<file path="config.mk">
export PLATFORM = sky130hd
export DESIGN_NAME = led_adc_sequencer
export DESIGN_NICKNAME = d
export VERILOG_FILES = /design/src/rtl/led_adc_sequencer.sv
export SDC_FILE = /design/constraint.sdc
export NUM_CORES = 1
export LEC_CHECK = 0
export CAP_MARGIN = 20
export CORE_MARGIN = 2
export CORE_UTILIZATION = 30
export CTS_BUF_LIST = sky130_fd_sc_hd__clkbuf_4 sky130_fd_sc_hd__clkbuf_8
export CTS_CLUSTER_DIAMETER = 60
export DETAILED_ROUTE_END_ITERATION = 6
export PLACE_DENSITY = 0.55
export SYNTH_ARGS = -nofsm -noshare
export SYNTH_HDL_FRONTEND = slang
export SYNTH_SLANG_ARGS = --single-unit
export TNS_END_PERCENT = 5
</file>
<file path="constraint.sdc">
create_clock -name CLK_Filter -period 5.5 [get_ports CLK_Filter]
set_input_delay 0.55 -clock CLK_Filter [delete_from_list [all_inputs] [get_ports CLK_Filter]]
set_output_delay 0.55 -clock CLK_Filter [all_outputs]
set_load 0.05 [all_outputs]
</file>
<file path="src/rtl/led_adc_sequencer.sv">
// Front-end sequencer: alternates IR/red LED phases and serially reads an 8-bit ADC once per phase.
// Each result lands in a per-channel holding register with a one-cycle valid strobe.
module led_adc_sequencer #(
    parameter int PHASE_CYCLES  = 32,
    parameter int SETTLE_CYCLES = 4
) (
    input  logic       CLK_Filter,
    input  logic       rst_n,
    input  logic       Run,
    input  logic       ADC_DOUT,
    output logic       ADC_CS_n,
    output logic       ADC_SCLK,
    output logic       LED_IR,
    output logic       LED_Red,
    output logic [7:0] IR_ADC_Value,
    output logic [7:0] Red_ADC_Value,
    output logic       IR_Valid,
    output logic       Red_Valid
);

    if (PHASE_CYCLES < SETTLE_CYCLES + 18 || SETTLE_CYCLES < 1) begin : g_param_check
        $error("led_adc_sequencer: PHASE_CYCLES must be >= SETTLE_CYCLES+18 and SETTLE_CYCLES >= 1");
    end

    localparam int PW = $clog2(PHASE_CYCLES);
    localparam logic [PW-1:0] P_SETTLE_LAST = PW'(SETTLE_CYCLES - 1);
    localparam logic [PW-1:0] P_LAST        = PW'(PHASE_CYCLES - 1);

    typedef enum logic [2:0] {IDLE, SETTLE, CONVERT, STORE, HOLD} state_t;
    typedef enum logic {CH_IR, CH_RED} chan_t;

    state_t          state_q, state_d;
    chan_t           chan_q, chan_d;
    logic [PW-1:0]   p_q, p_d;
    logic [3:0]      c_q, c_d;
    logic [7:0]      shreg_q, shreg_d;
    logic            store_ir, store_red;

    logic            cs_n_q, sclk_q, led_ir_q, led_red_q;
    logic            ir_vld_q, red_vld_q;
    logic [7:0]      ir_val_q, red_val_q;

    always_comb begin
        state_d   = state_q;
        chan_d    = chan_q;
        p_d       = p_q + PW'(1);
        c_d       = c_q;
        shreg_d   = shreg_q;
        store_ir  = 1'b0;
        store_red = 1'b0;
        unique case (state_q)
            IDLE: begin
                p_d    = '0;
                chan_d = CH_IR;
                if (Run) state_d = SETTLE;
            end
            SETTLE: begin
                if (p_q == P_SETTLE_LAST) begin
                    state_d = CONVERT;
                    c_d     = '0;
                end
            end
            CONVERT: begin
                // Sample on the edge that ends each SCLK-high cycle; c wraps to 0 on exit.
                c_d = c_q + 4'd1;
                if (c_q[0]) shreg_d = {shreg_q[6:0], ADC_DOUT};
                if (c_q == 4'd15) state_d = STORE;
            end
            STORE: begin
                state_d   = HOLD;
                store_ir  = (chan_q == CH_IR);
                store_red = (chan_q == CH_RED);
            end
            HOLD: begin
                if (p_q == P_LAST) begin
                    p_d = '0;
                    if (Run) begin
                        state_d = SETTLE;
                        chan_d  = (chan_q == CH_IR) ? CH_RED : CH_IR;
                    end else begin
                        state_d = IDLE;
                        chan_d  = CH_IR;
                    end
                end
            end
            default: begin
                state_d = IDLE;
                p_d     = '0;
            end
        endcase
    end

    // Pin outputs are registered from the next state so they line up with the state they describe.
    always_ff @(posedge CLK_Filter or negedge rst_n) begin
        if (!rst_n) begin
            state_q   <= IDLE;
            chan_q    <= CH_IR;
            p_q       <= '0;
            c_q       <= '0;
            shreg_q   <= '0;
            cs_n_q    <= 1'b1;
            sclk_q    <= 1'b0;
            led_ir_q  <= 1'b0;
            led_red_q <= 1'b0;
            ir_vld_q  <= 1'b0;
            red_vld_q <= 1'b0;
            ir_val_q  <= '0;
            red_val_q <= '0;
        end else begin
            state_q   <= state_d;
            chan_q    <= chan_d;
            p_q       <= p_d;
            c_q       <= c_d;
            shreg_q   <= shreg_d;
            cs_n_q    <= (state_d != CONVERT);
            sclk_q    <= (state_d == CONVERT) && c_d[0];
            led_ir_q  <= (state_d != IDLE) && (chan_d == CH_IR);
            led_red_q <= (state_d != IDLE) && (chan_d == CH_RED);
            ir_vld_q  <= store_ir;
            red_vld_q <= store_red;
            if (store_ir)  ir_val_q  <= shreg_q;
            if (store_red) red_val_q <= shreg_q;
        end
    end

    assign ADC_CS_n      = cs_n_q;
    assign ADC_SCLK      = sclk_q;
    assign LED_IR        = led_ir_q;
    assign LED_Red       = led_red_q;
    assign IR_ADC_Value  = ir_val_q;
    assign Red_ADC_Value = red_val_q;
    assign IR_Valid      = ir_vld_q;
    assign Red_Valid     = red_vld_q;

endmodule

</file>
Yosys cells after proc, flatten, opt, wreduce, memory -nomap -nowiden --
Cells that the tools add are included.
Storage, ports and cells: flip-flop bits (word level) 43, input port bits 4, logic and storage cells 53
Cells by class: $add $sub $neg 2, eq/ne operators 10, muxes and demuxes 16, bitwise gates (word level) 2, reduce and logical (&&, ||, !) cells 9
Operators by type and width (number):
- one-hot mux 3 bit (5 select lines) | 1
- 2-to-1 mux 3 bit | 4
- one-hot mux 5 bit (2 select lines) | 1
- equality test 3 x 2 -> 1 bit, second input constant | 3
- one-hot mux 4 bit (2 select lines) | 1
- 2-to-1 mux 1 bit | 6
- adder 5 x 1 -> 5 bit, second input constant | 1
- equality test 5 x 2 -> 1 bit, second input constant | 1
- equality test 5 bit, second input constant | 1
- 2-to-1 mux 5 bit | 1
- adder 4 x 1 -> 4 bit, second input constant | 1
- equality test 4 bit, second input constant | 1
- 2-to-1 mux 4 bit | 1
- AND reduction 2 bit | 2
- equality test 3 x 1 -> 1 bit, second input constant | 1
- equality test 3 bit, second input constant | 1
- logical AND 1 bit | 3
- zero test 3 bit | 1
- inequality test 3 x 2 -> 1 bit, second input constant | 1
- nonzero test 3 bit | 1
- OR reduction 3 bit | 1
- inequality test 2 bit, second input constant | 1
- NOT 1 bit | 2
- one-hot mux 1 bit (2 select lines) | 1
- nonzero test 2 bit | 1

Depth between registers and ports, before layout --
Gate-level depths: netlist (run 1).
depth after elaboration 6, depth in mapped cells 7

Worst setup path after synthesis (run 1) --
No wires, ideal clock.
path kind register to register, from register p_q[0], to register sclk_q, in the netlist ADC_SCLK, arrival time 1.739 ns, data required time 5.395 ns, path slack 3.656 ns, cell stages (with the launch flop) 8, path buffers 0, cell sequence dfrtp_1 ha_1 and3_1 ha_1 nand2_1 o21ai_0 a221oi_1 nor4b_1
On the way: longest elaborated chain between the ends 5, elaborated cells between the ends (all ways) 9, those cells by class eq/ne (3); mux (5); reduce/logical (1)
Ends and longest elaborated chain:
- start: declaration | line 34 | logic [PW-1:0] p_q, p_d;
- start signal: assignment | line 112 | p_q <= p_d;
- equality test 5 bit or equality test 5 x 2 -> 1 bit (tied branches) | line 75, 58
- 2-to-1 mux 3 bit, on equally long branches | line 75, 58
- one-hot mux 3 bit (5 select lines) | line 51 | unique case (state_q)
- equality test 3 x 2 -> 1 bit | line 116 | sclk_q <= (state_d == CONVERT) && c_d[0];
- logical AND 1 bit (*) | line 116
- end signal: assignment | line 116
- end: declaration | line 39 | logic cs_n_q, sclk_q, led_ir_q, led_red_q;
Mark *: on every way between the ends. The rest lies on a longest branch, timed or not. The select of a mux whose other input is x is not followed. A chain may end at the register's enable or synchronous reset.

Worst setup path in the final report (run 1) --
from register cs_n_q, in the netlist ADC_CS_n, to output port ADC_CS_n
RTL lines:
- start: declaration | line 39
- start signal: assignment | line 115 | cs_n_q <= (state_d != CONVERT);
- end: declaration | line 11 | output logic ADC_CS_n,
No word-level cell between the ends.

==> metrics.md, run 1 <==
| Metric | Value |
|---|---|
| First-pass GRT wire length | `5660 um` |
| Seq pwr share | `42.7%` |
| Register area share after synthesis | `between 50% and 60%` |
| # port buffers | `25` |
| Worst path bufs/invs | `1` |
| Layout net count | `202` |
| Switching pwr | `between 400 and 500 uW` |
| Crit Path Class | `register to primary output` |
| Crit share post-route | `38.9%` |
| Setup_tns | `0 ns` |
| Met3 Usage GRT | `around 2.3%` |
| Routability Congestion | `0.719` |
| Iter 0 DRT Violations | `about 70` |
| P per Cell Area | `489 nW/um2` |
| # hold bufs at CTS | `0` |
| CTS root buffer | `clkbuf_8` |
| Synth unique cells | `40` |
| CP cell instances | `clkdlybuf4s50_1` |
| Fin crit period | `roughly 2.1 ns` |
| Warnings from Yosys | `0` |
| Sw frac | `40.3%` |
| Startpoint types | `register` |
| Max frequency | `467 MHz` |
| Status | `finished, final reports clean` |
| Int Pwr | `659 uW` |
| Met2 GRT Util | `between 10% and 20%` |
| Reg clk slew, reported paths | `0.08 ns` |
| Worst skew pair latency | `0.29 ns` |
| RSZ-0062 raised after global routing | `no` |
| Initial antenna violation count | `0` |
| Final Max Slew Viols | `0` |
| Mapped Cells | `167` |
| Busiest grt layer | `met2` |
| Worst Hold Class | `primary input to asynchronous set/reset pin` |
| Avg Vias per Cell | `4.68` |
| Vias in the first global route | `1,202` |
| P_leak | `approximately 0.0010 uW` |
| Synth Cell Area | `roughly 1900 um2` |
| Crit-path max cell delay | `0.79 ns` |
| Fillers | `602` |
| Clk sinks | `43` |
| Largest net degree at the start of global routing | `44` |
| Synth Net Count | `approximately 180` |
| VDD IR max | `0.156 mV` |
| Worst Path Max Fanout | `1` |
| Antenna cells | `0` |
| WL per Instance | `around 13 um` |
| Drt pass-1 iters | `4` |
| CP Capture Type | `primary output` |
| Vias post-DR | `1,258` |
| CTS Buf Count | `5` |
| FP Rows | `28` |
| FF+latch area | `~1100 um2` |
| R2r worst-path depth | `7` |
| Max cap viols | `0` |
| CTS tree | `built` |
| Clk_skew | `0.00482 ns` |
| Number of flops mapped to enable cells by yosys | `0` |
| CTS max path bufs | `2` |
| Final ANT Viol Nets | `0` |
| M1 GR Usage | `15.1%` |
| CORE AREA | `about 6000 um2` |
| Final Util | `a little under two fifths` |
| Final hold viol count | `0` |
| Dpl hpwl | `approximately 2300 um` |
| Layout cell share with drive strength beyond 1 | `16.0%` |
| Fraction of registers with async set/reset | `100%` |
| Final instance count without filler cells | `269` |
| Crit path max-delay cell type | `clkdlybuf4s50_1` |
| Combinational Power Share | `39.3%` |
| Clock Power Share | `18.1%` |
| Reg2reg setup slack | `3.49 ns` |
| Post-Route WL | `~3400 um` |
| WP data arrival | `1.59 ns` |
| Die Y | `82.7 um` |
| Worst path depth | `1` |
| Multi-input gate area | `around 740 um2` |
| Initial Utilization | `31.2%` |
| Die Wd | `roughly 83 um` |
| Full die area | `6830 um2` |
| Endpoints failing setup | `0` |
| Largest delay contributor family on the critical path | `buffers and inverters` |
| Syn Area/Cell | `11.1 um2` |
| # Post-CTS Setup Buffers | `0` |
| Relative slew slack | `a little over a third` |
| Remaining global-route overflow | `0` |
| Drt drc | `0` |
| Number of top-level pins | `26` |
| Slew @ Worst Pin | `roughly 0.95 ns` |
| Ys flop type | `dfrtp_1` |
| Synthesis-to-finish area growth | `21.6%` |
| Req. time, crit path | `between 4 and 5 ns` |
| H-tree levels | `2` |
| PostCTS Resize Cnt | `0` |
| Inst Count DP | `261` |
| #FFs+latches synth | `43` |
| All-layer global routing usage | `11.0%` |
## stage by stage
stage	hold WS, ns	cell area (um2)	total power, uW	worst slack [ns]
floorplan	0.254	1860	781	3.66
finish	0.405	2260	1100	3.36
CTS	0.445	2260	1120	3.35
global route	0.491	2260	1180	3.23
detailed placement	0.453	2170	912	3.52
global placement	0.444	2170	912	3.54
## placed cells by master (no fill, tap or decap), types with 2 or more instances in the layout
cell type / count
inv_1: 2
ha_1: 5
nor2_1: 7
nand3_1: 4
nand2b_1: 4
o22ai_1: 2
or2_2: 2
clkbuf_8: 5
a21oi_1: 3
mux2_2: 16
clkdlybuf4s50_1: 24
o21ai_0: 6
dfrtp_1: 42
nand2_1: 41
nor2b_1: 3
## power by group through the flow
stage	registers [uW]	clock network, uW	logic [uW]
3_5_place_dp	478	0	435
5_1_grt	486	221	468
4_1_cts	471	208	438
6_report	471	200	434
3_3_place_gp	479	0	433
2_1_floorplan	575	0	206
## worst paths after layout
kind,endpoint,from
max reg2reg,ADC_SCLK,p_q[0]
min reg2reg,p_q[0],p_q[0]
min in group CLK_Filter,p_q[0],p_q[0]
max in group asynchronous,state_q[0],rst_n
min,LED_IR,rst_n
max,ADC_CS_n,ADC_CS_n
## layer usage
layer / up-vias / share of wire, %
li1: 622 / -
met1: 606 / 49
met2: 25 / 46
met3: 5 / 3.4
met4: 0 / 1.7
met5: - / 0
## state kept, by name, summed over array words and instances, names as in the netlist
| name | flops |
|---|---|
| IR_ADC_Value | 8 |
| Red_ADC_Value | 8 |
| shreg_q | 8 |
| p_q | 5 |
| c_q | 4 |
| state_q | 3 |
| ADC_CS_n | 1 |
| ADC_SCLK | 1 |
| IR_Valid | 1 |
| LED_IR | 1 |
| LED_Red | 1 |
| Red_Valid | 1 |
| chan_q | 1 |
## Yosys cell counts (3+ instances only)
| cell | count | area share (%) |
|---|---|---|
| buf_2 | 3 | 0.81 |
| nand2b_1 | 4 | 1.3 |
| nor2_1 | 7 | 1.4 |
| a21oi_1 | 3 | 0.81 |
| nand2_1 | 41 | 8.3 |
| ha_1 | 5 | 3.4 |
| nor2b_1 | 3 | 1.0 |
| mux2_2 | 16 | 9.7 |
| dfrtp_1 | 42 | 57 |
| nand3_1 | 4 | 1.1 |
| o21ai_0 | 6 | 1.6 |
## cell type report
type	count	area share, %
Sequential cell	43	47.7
Multi-Input combinational cell	115	32.9
Timing Repair Buffer	25	10.9
Tap cell	75	4.16
Clock buffer	6	3.38
Clock inverter	2	0.554
Inverter	3	0.499
## kinds of logic (layout without fill, tap and decap cells)
| logic type | count (synthesis) | after routing | synth area share [%] |
|---|---|---|---|
| AND/OR/NAND/NOR | 71 | 71 | 18.4 |
| flip-flops | 43 | 43 | 58.0 |
| AO/OA/AOI/OAI | 21 | 21 | 7.55 |
| multiplexers | 16 | 16 | 9.70 |
| buffers and inverters | 9 | 36 | 2.02 |
| XOR/XNOR | 2 | 2 | 0.944 |
| adder cells (fa/ha/maj) | 5 | 5 | 3.37 |
No activity file was read; power rests on OpenSTA's default activity.
==> run 2, diff against run 1 <==
PLACE_DENSITY = 0.57   (was 0.55)
clock period = 1.7 ns   (was 5.5 ns; I/O delays follow)
==> metrics.md, run 2 (same netlist as run 1, synthesis figures left out) <==
| Metric | Value |
|---|---|
| Full die area | `6830 um2 (unchanged)` |
| Max cap viols | `0 (unchanged)` |
| Reg2Reg Launch Point | `p_q[0]` |
| Final Max Slew Viols | `0 (unchanged)` |
| WL per Instance | `12.8 um (-0.34%)` |
| Avg Vias per Cell | `4.60 (-1.7%)` |
| Clk_skew | `0.00618 ns (+0.00136 ns)` |
| Commonest cells after routing, fill and taps aside | `dfrtp_1 (42), nand2_1 (40), clkdlybuf4s50_1 (21), mux2_2 (16), buf_4 (16)` |
| Worst Hold Class | `primary input to asynchronous set/reset pin` |
| Worst hold slack | `0.477 ns (+0.0719 ns)` |
| RSZ-0062 raised after global routing | `yes` |
| Crit path max-delay cell type | `or4b_4` |
| Post-Route WL | `3610 um (+4.8%)` |
| FP Rows | `28 (unchanged)` |
| Setup_tns | `0 ns (unchanged)` |
| Vias post-DR | `1,301 (+3.4%)` |
| Reg2reg setup slack | `0.006 ns (-3.48 ns)` |
| WP data arrival | `1.92 ns (+0.33 ns)` |
| Crit path launch | `p_q[0]` |
| Crit share post-route | `99.6%` |
| Initial Utilization | `31.2% (unchanged)` |
| CP Capture Type | `register` |
| Dpl hpwl | `2470 um (+6.6%)` |
| # port buffers | `25 (unchanged)` |
| R2r worst-path depth | `5 (-2)` |
| Endpoints failing setup | `0 (unchanged)` |
| CTS root buffer | `clkbuf_8` |
| CTS max path bufs | `2 (unchanged)` |
| Crit-path max cell delay | `0.46 ns (-0.33 ns)` |
| CTS Buf Count | `5 (unchanged)` |
| Clk sinks | `43 (unchanged)` |
| Layout net count | `216 (+6.9%)` |
| CORE AREA | `5960 um2 (unchanged)` |
| Final ANT Viol Nets | `0 (unchanged)` |
| Iter 0 DRT Violations | `101 (+46%)` |
| Worst skew pair latency | `0.29 ns (about the same)` |
| Inst Count DP | `273 (+4.6%)` |
| Die Y | `82.7 um (unchanged)` |
| Status | `finished, final reports clean` |
| CP cell instances | `ha_4 -> or4b_4 -> or3b_1 -> a21oi_2 -> nand2_1` |
| Post-route cell area | `2460 um2 (+9.0%)` |
| Antenna cells | `0 (unchanged)` |
| P per Cell Area | `1640 nW/um2 (+240%)` |
| All-layer global routing usage | `12.0% (+1.0 points)` |
| Slew @ Worst Pin | `0.541 ns (-0.411 ns)` |
| Initial antenna violation count | `0 (unchanged)` |
| Synthesis-to-finish area growth | `32.6%` |
| Final instance count without filler cells | `283 (+5.2%)` |
| Worst Path Max Fanout | `3 (+2)` |
| Dpl cell area | `2270 um2 (+4.7%)` |
| Vias in the first global route | `1,256 (+4.5%)` |
| Crit Path Class | `register to register` |
| Max frequency | `590 MHz` |
| Largest net degree at the start of global routing | `44 (unchanged)` |
| P_leak | `0.00110 uW (+10%)` |
| CTS tree | `built` |
| Commonest non-fill, non-tap cell in the layout | `dfrtp_1` |
| Fin crit period | `1.69 ns` |
| Final hold viol count | `0 (unchanged)` |
| Critical Path End | `ADC_CS_n` |
| Die Wd | `82.7 um (unchanged)` |
| Reg clk slew, reported paths | `0.08 ns (about the same)` |
| Reg-to-Reg End | `ADC_CS_n` |
| Number of top-level pins | `26 (unchanged)` |
| Relative slew slack | `63.9% (+27 points)` |
| First-pass GRT wire length | `6010 um (+6.1%)` |
| VDD IR max | `0.597 mV (+280%)` |
| Req. time, crit path | `1.92 ns (-3.03 ns)` |
| Startpoint types | `register` |
| Remaining global-route overflow | `0 (unchanged)` |
| H-tree levels | `2 (unchanged)` |
| Layout cell share with drive strength beyond 1 | `26.9% (+11 points)` |
| Routability Congestion | `0.719 (about the same)` |
| Drt drc | `0 (unchanged)` |
| Drt pass-1 iters | `4 (unchanged)` |
run 2: worst min-delay path by stage:
stage / from / to / cells past startpoint / slack (ns)
after floorplan: rst_n / ADC_SCLK / 0 / -0.13
after global placement: rst_n / p_q[3] / 2 / 0.28
after detailed placement: rst_n / p_q[4] / 2 / 0.29
after CTS: rst_n / LED_IR / 3 / 0.49
after global routing: Red_ADC_Value[2] / Red_ADC_Value[2] / 2 / 0.50
final: rst_n / p_q[4] / 3 / 0.48
run 2: through the flow:
stage / setup slack, ns / power (uW) / utilization (%)
floorplan: 0.0175 / 2540 / -
global placement: -0.0292 / 3050 / 38.1
detailed placement: -0.0655 / 3060 / 38.1
CTS: 0.00179 / 4040 / 40.9
global route: -0.0604 / 4310 / 41.3
finish: 0.00603 / 4050 / 41.3
run 2: per-layer routing:
metal	wire, um	vias up	part of all wire, %	track usage, %
met1	1710	631	47	16.0
met3	94	4	2.6	3.26
met5	0	-	0	0
met2	1720	13	48	17.7
li1	-	653	-	-
met4	87	0	2.4	6.89
run 2: critical path, delay by kind of cell (launching register included):
family / cells / cell delay, ns
and+or+nand+nor: 3 / 0.91
adders and majority gates: 1 / 0.16
DFF: 1 / 0.40
AOI/OAI and AO/OA: 1 / 0.16
run 2: repair_timing:
action	in CTS	in global routing
hold endpoints to repair	42	0
pin swaps	3	4
setup buffers	0	1
setup endpoints to repair	2	14
hold buffers	1	0
resized for setup	3	4
run 2: cell type report:
type	count	area, um2
Sequential cell	43	1080
Clock inverter	2	60.1
Timing Repair Buffer	39	345
Fill cell	556	3490
Tap cell	75	93.8
Multi-Input combinational cell	115	798
Clock buffer	6	76.3
Inverter	3	11.3
run 2: power breakdown:
group | switching [uW] | total [uW] | leakage (uW) | internal, uW
clock network | 337 | 940 | 0.0000688 | 603
logic | 1010 | 1680 | 0.000490 | 674
registers | 156 | 1430 | 0.000543 | 1270
total | 1500 | 4050 | 0.00110 | 2550
==> run 3, diff against run 2 <==
--- a/config.mk
+++ b/config.mk
@@ -7,5 +7,5 @@
 export LEC_CHECK = 0
-export CAP_MARGIN = 20
+export CAP_MARGIN = 15
 export CORE_MARGIN = 2
-export CORE_UTILIZATION = 30
+export CORE_UTILIZATION = 35
 export CTS_BUF_LIST = sky130_fd_sc_hd__clkbuf_4 sky130_fd_sc_hd__clkbuf_8
@@ -13,3 +13,3 @@
 export DETAILED_ROUTE_END_ITERATION = 6
-export PLACE_DENSITY = 0.57
+export PLACE_DENSITY = 0.63
 export SYNTH_ARGS = -nofsm -noshare
==> constraint.sdc (replaced) <==
create_clock -name CLK_Filter -period 1.7 [get_ports CLK_Filter]
set_input_delay 0.255 -clock CLK_Filter [delete_from_list [all_inputs] [get_ports CLK_Filter]]
set_output_delay 0.255 -clock CLK_Filter [all_outputs]
set_load 0.05 [all_outputs]
==> metrics.md, run 3 (same netlist as run 1, synthesis figures left out) <==
| Metric | Value |
|---|---|
| Crit-path max cell delay | `0.47 ns (about the same)` |
| VDD IR max | `0.760 mV (+27%)` |
| Startpoint types | `register` |
| Commonest non-fill, non-tap cell in the layout | `dfrtp_1` |
| Reg2reg setup slack | `0.04 ns (+0.03 ns)` |
| Die Y | `76.8 um (-7.1%)` |
| FF+latch area | `1080 um2 (unchanged)` |
| Endpoints failing setup | `0 (unchanged)` |
| Reg clk slew, reported paths | `0.08 ns (about the same)` |
| CP Capture Type | `register` |
| CTS Buf Count | `5 (unchanged)` |
| CORE AREA | `5110 um2 (-14%)` |
| Slew @ Worst Pin | `0.531 ns (-0.00977 ns)` |
| Fin crit period | `1.66 ns (-0.0314 ns)` |
| # hold bufs at CTS | `0 (-1)` |
| First-pass GRT wire length | `6090 um (+1.3%)` |
| Largest net degree at the start of global routing | `44 (unchanged)` |
| Layout cell share with drive strength beyond 1 | `37.0% (+10 points)` |
| Max cap viols | `0 (unchanged)` |
| Routability Congestion | `0.721 (+0.32%)` |
| Final Max Slew Viols | `0 (unchanged)` |
| Iter 0 DRT Violations | `101 (unchanged)` |
| P per Cell Area | `1570 nW/um2 (-4.4%)` |
| Req. time, crit path | `1.92 ns (about the same)` |
| CTS max path bufs | `2 (unchanged)` |
| Full die area | `5900 um2 (-14%)` |
| Final hold viol count | `0 (unchanged)` |
| Drt pass-1 iters | `4 (unchanged)` |
| Total design power | `3720 uW (-8.0%)` |
| All-layer global routing usage | `13.1% (+1.1 points)` |
| Worst Path Max Fanout | `3 (unchanged)` |
| CP cell instances | `ha_2 -> or4b_4 -> or3b_1 -> a21oi_2 -> nand2_1` |
| Clk_skew | `0.00485 ns (-0.00133 ns)` |
| CTS root buffer | `clkbuf_8` |
| Crit Path Class | `register to register` |
| Number of top-level pins | `26 (unchanged)` |
| Final ANT Viol Nets | `0 (unchanged)` |
| Worst path bufs/invs | `0 (unchanged)` |
| FP Rows | `26 (-7.1%)` |
| Vias post-DR | `1,332 (+2.4%)` |
| Post-Route WL | `3440 um (-4.7%)` |
| CTS tree | `built` |
| Remaining global-route overflow | `0 (unchanged)` |
| P_leak | `0.00113 uW (+2.2%)` |
| Largest delay contributor family on the critical path | `simple AND/OR/NAND/NOR gates` |
| Layout net count | `219 (+1.4%)` |
| Crit share post-route | `97.8% (-1.8 points)` |
| Dpl hpwl | `2380 um (-3.4%)` |
| Final Util | `46.4% (+5.1 points)` |
| Fillers | `489 (-12%)` |
| Antenna cells | `0 (unchanged)` |
| Vias in the first global route | `1,296 (+3.2%)` |
| H-tree levels | `2 (unchanged)` |
| Worst Hold Class | `primary input to asynchronous set/reset pin` |
| Multi-input gate area | `788 um2 (-1.3%)` |
| Relative slew slack | `64.6% (+0.65 points)` |
| Clk sinks | `43 (unchanged)` |
| Initial Utilization | `36.4% (+5.2 points)` |
| Crit path max-delay cell type | `or4b_4` |
| Worst path depth | `5 (unchanged)` |
| Synthesis-to-finish area growth | `27.7%` |
| Commonest cells after routing, fill and taps aside | `dfrtp_1 (42), nand2_1 (40), buf_4 (39), mux2_2 (16), nor2_1 (7)` |
| Die Wd | `76.8 um (-7.1%)` |
| WP data arrival | `1.89 ns (-0.03 ns)` |
| # port buffers | `25 (unchanged)` |
| Drt drc | `0 (unchanged)` |
| Initial antenna violation count | `0 (unchanged)` |
| R2r worst-path depth | `5 (unchanged)` |
| Status | `finished, final reports clean` |
| Max frequency | `601 MHz (+1.9%)` |
| RSZ-0062 raised after global routing | `yes` |
| Worst skew pair latency | `0.29 ns (about the same)` |
| WL per Instance | `12.2 um (-4.1%)` |
| Avg Vias per Cell | `4.74 (+3.1%)` |
[run 3: layout make-up]
class                      instances  share of cell area (%)
clock inverter                     2                   0.528
clock buffer                       6                    3.22
sequential                        43                    45.4
tap                               70                    3.69
timing repair buffer              42                    13.4
multi-input combinational        115                    33.2
inverter                           3                   0.475
[run 3: timing repair]
action | CTS | global route
endpoints found under the setup margin | 1 | 7
resized for setup | 3 | 4
pin swaps | 3 | 4
setup buffers | 1 | 2
[run 3: final timing paths]
path / from / end
worst min register to register: Red_ADC_Value[5] / Red_ADC_Value[5]
worst max register to register: p_q[0] / ADC_CS_n
max in group asynchronous: rst_n / ADC_CS_n
min in group CLK_Filter: Red_ADC_Value[5] / Red_ADC_Value[5]
worst max-delay path: p_q[0] / ADC_CS_n
worst min-delay path: rst_n / p_q[3]
[run 3: report_power, final]
part | switching, uW | internal (uW) | leakage (uW)
Clock | 346 | 303 | 0.0000446
Sequential | 143 | 1270 | 0.000543
Combinational | 1000 | 661 | 0.000538
[run 3: stage by stage]
step | cell area (um2) | worst slack, ns | TNS (ns) | hold WS [ns] | cells
6_report | 2370 | 0.0374 | 0 | 0.00540 | 281
4_1_cts | 2340 | 0.0208 | 0 | 0.0368 | 279
5_1_grt | 2370 | -0.0482 | -0.217 | 0.0730 | 281
3_3_place_gp | 2230 | -0.0177 | -0.0177 | 0.362 | 270
3_5_place_dp | 2230 | -0.0433 | -0.0433 | 0.362 | 270
2_1_floorplan | 1880 | 0.0175 | 0 | -0.0406 | 167
[run 3: metal layers]
layer | track usage (%) | routed length, um | vias up
met3 | 3.29 | 115 | 5
met2 | 20.0 | 1570 | 20
met1 | 17.5 | 1690 | 648
met5 | 0 | 0 | -
met4 | 6.00 | 71 | 0
li1 | - | - | 659
